**src/rtl/weight_loader_if.sv**
```systemverilog
// ============================================================================
// Module      : weight_loader_if
// Description : Stream input (valid/ready/data) and weight-memory write port
//               (wen/wadd/win) of the weight loader, bundled as one interface.
//               The master modport is the loader side.
// Revision    : 1.0 - initial release
// ============================================================================
`default_nettype none

interface weight_loader_if #(
  parameter int dataWidth    = 16,
  parameter int addressWidth = 5,
  parameter int numNeuron    = 10
);
  logic                    s_valid;
  logic [dataWidth-1:0]    s_data;
  logic                    s_ready;
  logic [numNeuron-1:0]    wen;
  logic [addressWidth-1:0] wadd;
  logic [dataWidth-1:0]    win;

  modport master (
    input  s_valid, s_data,
    output s_ready, wen, wadd, win
  );

  modport slave (
    output s_valid, s_data,
    input  s_ready, wen, wadd, win
  );
endinterface

`default_nettype wire

```
**src/rtl/weight_loader.sv**
```systemverilog
// ============================================================================
// Module      : weight_loader
// Description : Splits a flat stream of weight words across numNeuron weight
//               memories, neuron-major, driving their shared write port.
//               Optional macro WLOAD_CHECKSUM_EN adds a wrap-around sum of the
//               accepted words that is compared against exp_sum at the end.
// Revision    : 1.0 - initial release
// ============================================================================
`default_nettype none

module weight_loader #(
  parameter int numWeight    = 30,
  parameter int numNeuron    = 10,
  parameter int dataWidth    = 16,
  parameter int addressWidth = $clog2(numWeight),
  parameter int neuronWidth  = $clog2(numNeuron)
) (
  input  logic                 clk,
  input  logic                 rst,
  input  logic                 start,
  weight_loader_if.master      wl,
  output logic                 busy,
  output logic                 done
`ifdef WLOAD_CHECKSUM_EN
  ,
  input  logic [dataWidth-1:0] exp_sum,
  output logic                 sum_err
`endif
);

  typedef enum logic [1:0] {
    IDLE  = 2'd0,
    LOAD  = 2'd1,
    FLUSH = 2'd2,
    DONE  = 2'd3
  } state_t;

  localparam logic [addressWidth-1:0] LAST_WIDX = addressWidth'(numWeight - 1);
  localparam logic [neuronWidth-1:0]  LAST_NIDX = neuronWidth'(numNeuron - 1);
  localparam logic [numNeuron-1:0]    NEURON0   = numNeuron'(1);

  state_t                  state;
  state_t                  state_next;
  logic [addressWidth-1:0] widx;
  logic [neuronWidth-1:0]  nidx;
  logic                    accept;
  logic                    widx_last;
  logic                    last_word;
  logic                    load_start;

  // Accept is derived from state rather than s_ready to keep it free of the FSM comb path.
  assign accept     = wl.s_valid & (state == LOAD);
  assign widx_last  = (widx == LAST_WIDX);
  assign last_word  = widx_last & (nidx == LAST_NIDX);
  assign load_start = (state == IDLE) & start;

  // State register.
  always_ff @(posedge clk or posedge rst) begin
    if (rst) begin
      state <= IDLE;
    end else begin
      state <= state_next;
    end
  end

  // Next-state and status outputs; the final accept moves to FLUSH so s_ready drops next cycle.
  always_comb begin
    state_next = state;
    wl.s_ready = 1'b0;
    busy       = 1'b0;
    done       = 1'b0;
    case (state)
      IDLE: begin
        if (start) state_next = LOAD;
      end
      LOAD: begin
        wl.s_ready = 1'b1;
        busy       = 1'b1;
        if (wl.s_valid && last_word) state_next = FLUSH;
      end
      FLUSH: begin
        busy       = 1'b1;
        state_next = DONE;
      end
      DONE: begin
        done       = 1'b1;
        state_next = IDLE;
      end
      default: state_next = IDLE;
    endcase
  end

  // Word and neuron counters: cleared on start, advanced on every accepted word.
  always_ff @(posedge clk or posedge rst) begin
    if (rst) begin
      widx <= '0;
      nidx <= '0;
    end else if (load_start) begin
      widx <= '0;
      nidx <= '0;
    end else if (accept) begin
      if (widx_last) begin
        widx <= '0;
        nidx <= nidx + 1'b1;
      end else begin
        widx <= widx + 1'b1;
      end
    end
  end

  // Registered write port: one-cycle enable per accept, address/data hold between writes.
  always_ff @(posedge clk or posedge rst) begin
    if (rst) begin
      wl.wen  <= '0;
      wl.wadd <= '0;
      wl.win  <= '0;
    end else begin
      wl.wen <= '0;
      if (accept) begin
        wl.wen  <= NEURON0 << nidx;
        wl.wadd <= widx;
        wl.win  <= wl.s_data;
      end
    end
  end

`ifdef WLOAD_CHECKSUM_EN
  logic [dataWidth-1:0] sum;

  // Running wrap-around sum of accepted words; verdict latched while in DONE.
  always_ff @(posedge clk or posedge rst) begin
    if (rst) begin
      sum     <= '0;
      sum_err <= 1'b0;
    end else if (load_start) begin
      sum     <= '0;
      sum_err <= 1'b0;
    end else begin
      if (accept) sum <= sum + wl.s_data;
      if (state == DONE) sum_err <= (sum != exp_sum);
    end
  end
`endif

endmodule

`default_nettype wire

```
**src/flat_wrapper.sv**
```systemverilog
// flat-port wrapper written by rule: the top's interface ports become plain ports
module weight_loader_flat 
#(
  parameter int numWeight    = 30,
  parameter int numNeuron    = 10,
  parameter int dataWidth    = 16,
  parameter int addressWidth = $clog2(numWeight),
  parameter int neuronWidth  = $clog2(numNeuron)
)
  (clk, rst, start, busy, done, wl_s_valid, wl_s_data, wl_s_ready, wl_wen, wl_wadd, wl_win);
  weight_loader_if #(.dataWidth(dataWidth), .addressWidth(addressWidth), .numNeuron(numNeuron)) wl_i ();
  input  logic clk;
  input  logic rst;
  input  logic start;
  output logic busy;
  output logic done;
  input wire logic [$bits(wl_i.s_valid)-1:0] wl_s_valid;
  input wire logic [$bits(wl_i.s_data)-1:0] wl_s_data;
  output wire logic [$bits(wl_i.s_ready)-1:0] wl_s_ready;
  output wire logic [$bits(wl_i.wen)-1:0] wl_wen;
  output wire logic [$bits(wl_i.wadd)-1:0] wl_wadd;
  output wire logic [$bits(wl_i.win)-1:0] wl_win;
  assign wl_i.s_valid = wl_s_valid;
  assign wl_i.s_data = wl_s_data;
  assign wl_s_ready = wl_i.s_ready;
  assign wl_wen = wl_i.wen;
  assign wl_wadd = wl_i.wadd;
  assign wl_win = wl_i.win;
  weight_loader #(.numWeight(numWeight), .numNeuron(numNeuron), .dataWidth(dataWidth), .addressWidth(addressWidth), .neuronWidth(neuronWidth)) u_core (.clk(clk), .rst(rst), .start(start), .wl(wl_i), .busy(busy), .done(done));
endmodule
```
**config.mk**
```make
export PLATFORM = sky130hd
export DESIGN_NAME = weight_loader_flat
export DESIGN_NICKNAME = d
export VERILOG_FILES = /design/src/rtl/weight_loader_if.sv /design/src/rtl/weight_loader.sv /design/src/flat_wrapper.sv
export SDC_FILE = /design/constraint.sdc
export NUM_CORES = 1
export LEC_CHECK = 0
export ABC_AREA = 1
export BUFFER_PORTS_ARGS = -buffer_cell sky130_fd_sc_hd__buf_4
export CORE_UTILIZATION = 42
export DETAILED_ROUTE_END_ITERATION = 10
export PLACE_DENSITY = 0.64
export SYNTH_ARGS = -nofsm -noshare
export SYNTH_HDL_FRONTEND = slang
export SYNTH_SLANG_ARGS = --single-unit
```
**constraint.sdc**
```tcl
create_clock -name clk -period 4.6 [get_ports clk]
set_clock_uncertainty 0.2 [all_clocks]
set_input_delay 0 -clock clk [delete_from_list [all_inputs] [get_ports clk]]
set_output_delay 0 -clock clk [all_outputs]
set_load 0.1 [all_outputs]
```
==> impl_summary.txt <==
----------------------------------------------------
[Timing]
  RSZ-0062 raised after global routing ... false
  Post-Route Setup TNS ... 0 ps
  Relative slew margins ... about three fifths
  Time the worst path needs with I/O delays and setup ... 2313 ps
  Final hold violation count ... 0
  Finish-stage setup viols ... 0
  Worst-margin pin slew ... 616.6 ps
  Hold Slack ... 214.9 ps
  Highest clock frequency the design can meet ... approximately 430 MHz
  Max-slew violations ... 0
  Fin worst setup slack ... 2287 ps
  Final clock period utilization by the worst path ... 50.29%

[Route]
  Wirelength per Cell ... 11.28 microns
  DRC Markers ... 0
  Starting DRC count in detailed routing ... 53
  Total iterations of the first detailed-routing run ... 4
  Average vias per placed instance ... 4.523
  Via count ... between 1.5k and 2k
  WL final ... 3757 microns
  Detail Route Antenna Nets ... 0

[Setup path]
  Endpoint class of the critical path ... flop
  Arrival time reported for the critical path endpoint ... 2300 ps
  Critical Path Source Type ... flop
  CP Class ... reg2reg
  Top fanout value on the critical path ... 30
  Worst-case register-to-register setup slack ... 2290 ps
  Cells on worst reg2reg path ... 6
  Data required, critical path ... around 4600 ps

[Cells and area]
  Ratio of cells with drive above 1 in the final layout ... around a quarter
  Number of diodes added for antenna fixing ... 0
  Number of nets at the end of the flow ... 315
  Layout Area Growth over Synthesis ... 38.05%
  Utilization of the core after routing ... 62.44%

[Clocking]
  Clock net sink count ... 42
  Number of H-tree branching levels ... 2
  Max clock buf depth ... 2
  Clock tree from TritonCTS ... done
  Worst-path clk slew ... 80 ps
  Master cell of the clock root buffer ... sky130_fd_sc_hd__clkbuf_8
  Inserted Clock Buffers ... 5
  Later-pin clock latency in the skew report ... around 300 ps

[Logic synthesis]
  Warnings from Yosys ... 0
  Biggest area contributors in the synthesized netlist ... sky130_fd_sc_hd__dfrtp_1 56%, sky130_fd_sc_hd__nand2_1 16%, sky130_fd_sc_hd__ha_1 8.7%, sky130_fd_sc_hd__inv_1 3.4%, sky130_fd_sc_hd__nor2_1 3.4%
  Distinct cell type count of the synthesized netlist ... 22
  Fraction of synthesized cell area taken by the top area cell type ... ~56%
  Mapped Area ... 0.001874 sq mm
  Most area-hungry cell type in the Yosys netlist ... sky130_fd_sc_hd__dfrtp_1
  Sequential element share of the synthesized area ... 56.07%
  Mapped Cells ... roughly 210
  Number of storage elements in the synthesis netlist ... 42
  Post-synthesis net count ... 240
  Avg Synthesized Cell Area ... roughly 9.1 sq um

[Placed design]
  I/O Buffers ... between 50 and 60
  Post-Place Setup Slack ... ~2200 ps
  RD Place Congestion ... 0.7178
  HPWL Detailed ... 2538 microns

[Global routing]
  GRT Residual Overflow ... 0
  Total Routing Usage GR ... 17.65%
  Global-route wire length before repair ... 5975 microns
  Pin count of the biggest net entering global routing ... 43
  Antenna violations before repair ... 0
  Number of global-route vias before repair ... 1352

[Die]
  Core Region ... between 0.004 and 0.005 sq mm
  Die height ... 68.80 microns
  Count of standard-cell rows ... 23
  Starting Density ... between 40% and 50%
  Top-level I/O count ... 54
  Width of the die ... a little under 70 microns
  Area of the die ... 0.004733 sq mm

[Status]
  Result of the run ... finished, final reports clean

[Run]
  Max Cap Viol ... 0

[Min path]
  Worst min-delay path category ... in2async

----------------------------------------------------
==> per-stage QoR <==
step | instances | cell area, sq um
floorplan | 207 | 1874
global placement | 306 | 2302
detailed placement | 306 | 2302
CTS | 333 | 2587
global route | 333 | 2587
finish | 333 | 2587
==> layout make-up <==
cell class              count  area [sq um]
flip-flops and latches     42          1051
inverters                  17         63.81
multi-input cells         143         719.4
fillers                   376          1556
well taps                  50         62.56
repair buffers             73         595.6
clock buffers               6         82.58
clock inverters             2         12.51
==> cell usage after synthesis <==
cell type and instances:
sky130_fd_sc_hd__a21oi_1 1, sky130_fd_sc_hd__o21ai_1 3, sky130_fd_sc_hd__o21ai_0 6, sky130_fd_sc_hd__ha_1 13, sky130_fd_sc_hd__nor2_2 1, sky130_fd_sc_hd__nor2_1 17, sky130_fd_sc_hd__xor2_1 1, sky130_fd_sc_hd__o22ai_1 2
sky130_fd_sc_hd__nor3_1 2, sky130_fd_sc_hd__nand2_1 82, sky130_fd_sc_hd__or2_2 1, sky130_fd_sc_hd__buf_2 2, sky130_fd_sc_hd__inv_1 17, sky130_fd_sc_hd__o21ai_2 1, sky130_fd_sc_hd__nand4_1 2, sky130_fd_sc_hd__o21a_1 1
sky130_fd_sc_hd__nand3_1 4, sky130_fd_sc_hd__buf_4 1, sky130_fd_sc_hd__nand2_2 5, sky130_fd_sc_hd__buf_6 2, sky130_fd_sc_hd__dfrtp_1 42, sky130_fd_sc_hd__nand2_4 1
==> worst paths after layout <==
kind,start,to
worst max register to register,u_core.state[1]$_DFFE_PP0P_,u_core.wl.wadd[0]$_DFFE_PP0P_
worst min register to register,u_core.wl.win[4]$_DFFE_PP0P_,u_core.wl.win[4]$_DFFE_PP0P_
max in group asynchronous,rst,u_core.state[1]$_DFFE_PP0P_
min in group clk,wl_s_data[3],u_core.wl.win[3]$_DFFE_PP0P_
worst max-delay path,u_core.state[1]$_DFFE_PP0P_,u_core.wl.wadd[0]$_DFFE_PP0P_
worst min-delay path,rst,u_core.wl.win[6]$_DFFE_PP0P_
==> cells by family after synthesis <==
kind of cell             Yosys count  synth area share, %
adder cells (fa/ha/maj)           13                8.678
AO/OA/AOI/OAI                     14                4.205
buffers and inverters             22                5.541
AND/OR/NAND/NOR                  115                25.03
flip-flops                        42                56.07
XOR/XNOR                           1               0.4674
==> flip-flops by register name (all words and copies together), names as in the netlist <==
register        cells
u_core.wl.wen      10
u_core.nidx         4
u_core.wl.wadd      5
u_core.state        2
u_core.wl.win      16
u_core.widx         5
==> worst max-delay path, cell delays in order (launching register included) <==
cell                      delay (ps)
sky130_fd_sc_hd__dfrtp_1         410
sky130_fd_sc_hd__inv_1           110
sky130_fd_sc_hd__ha_1            220
sky130_fd_sc_hd__nand2_2         350
sky130_fd_sc_hd__inv_1           620
sky130_fd_sc_hd__nand2_1         150
sky130_fd_sc_hd__o21a_1          140
==> routing by layer <==
metal | up-vias | track usage [%] | wire length, microns
li1 | 783 | - | -
met1 | 673 | 22.01 | 1757
met2 | 43 | 28.31 | 1742
met3 | 7 | 4.276 | 192
met4 | 0 | 9.184 | 64
met5 | - | 0 | 0
==> repair_timing <==
| item | in CTS | in global routing |
|---|---|---|
| gates resized for setup | 0 | 0 |
| hold buffers | 19 | 0 |
| hold endpoints to repair | 66 | 0 |
| buffers inserted | 0 | 0 |
==> layout by cell type, fill, tap and decap left out, drive strengths merged <==
master       synthesis  routed
a21oi                1       1
buf                  5      54
clkbuf               0       6
clkinv               0       1
clkinvlp             0       1
dfrtp               42      42
dlygate4sd3          0      19
ha                  13      13
inv                 17      17
nand2               88      88
nand3                4       4
nand4                2       2
nor2                18      18
nor3                 2       2
o21a                 1       1
o21ai               10      10
o22ai                2       2
or2                  1       1
xor2                 1       1
Power is left out: the tool's default activity adds up to more than one toggle a clock period on the data nets, which glitch-free logic cannot reach.
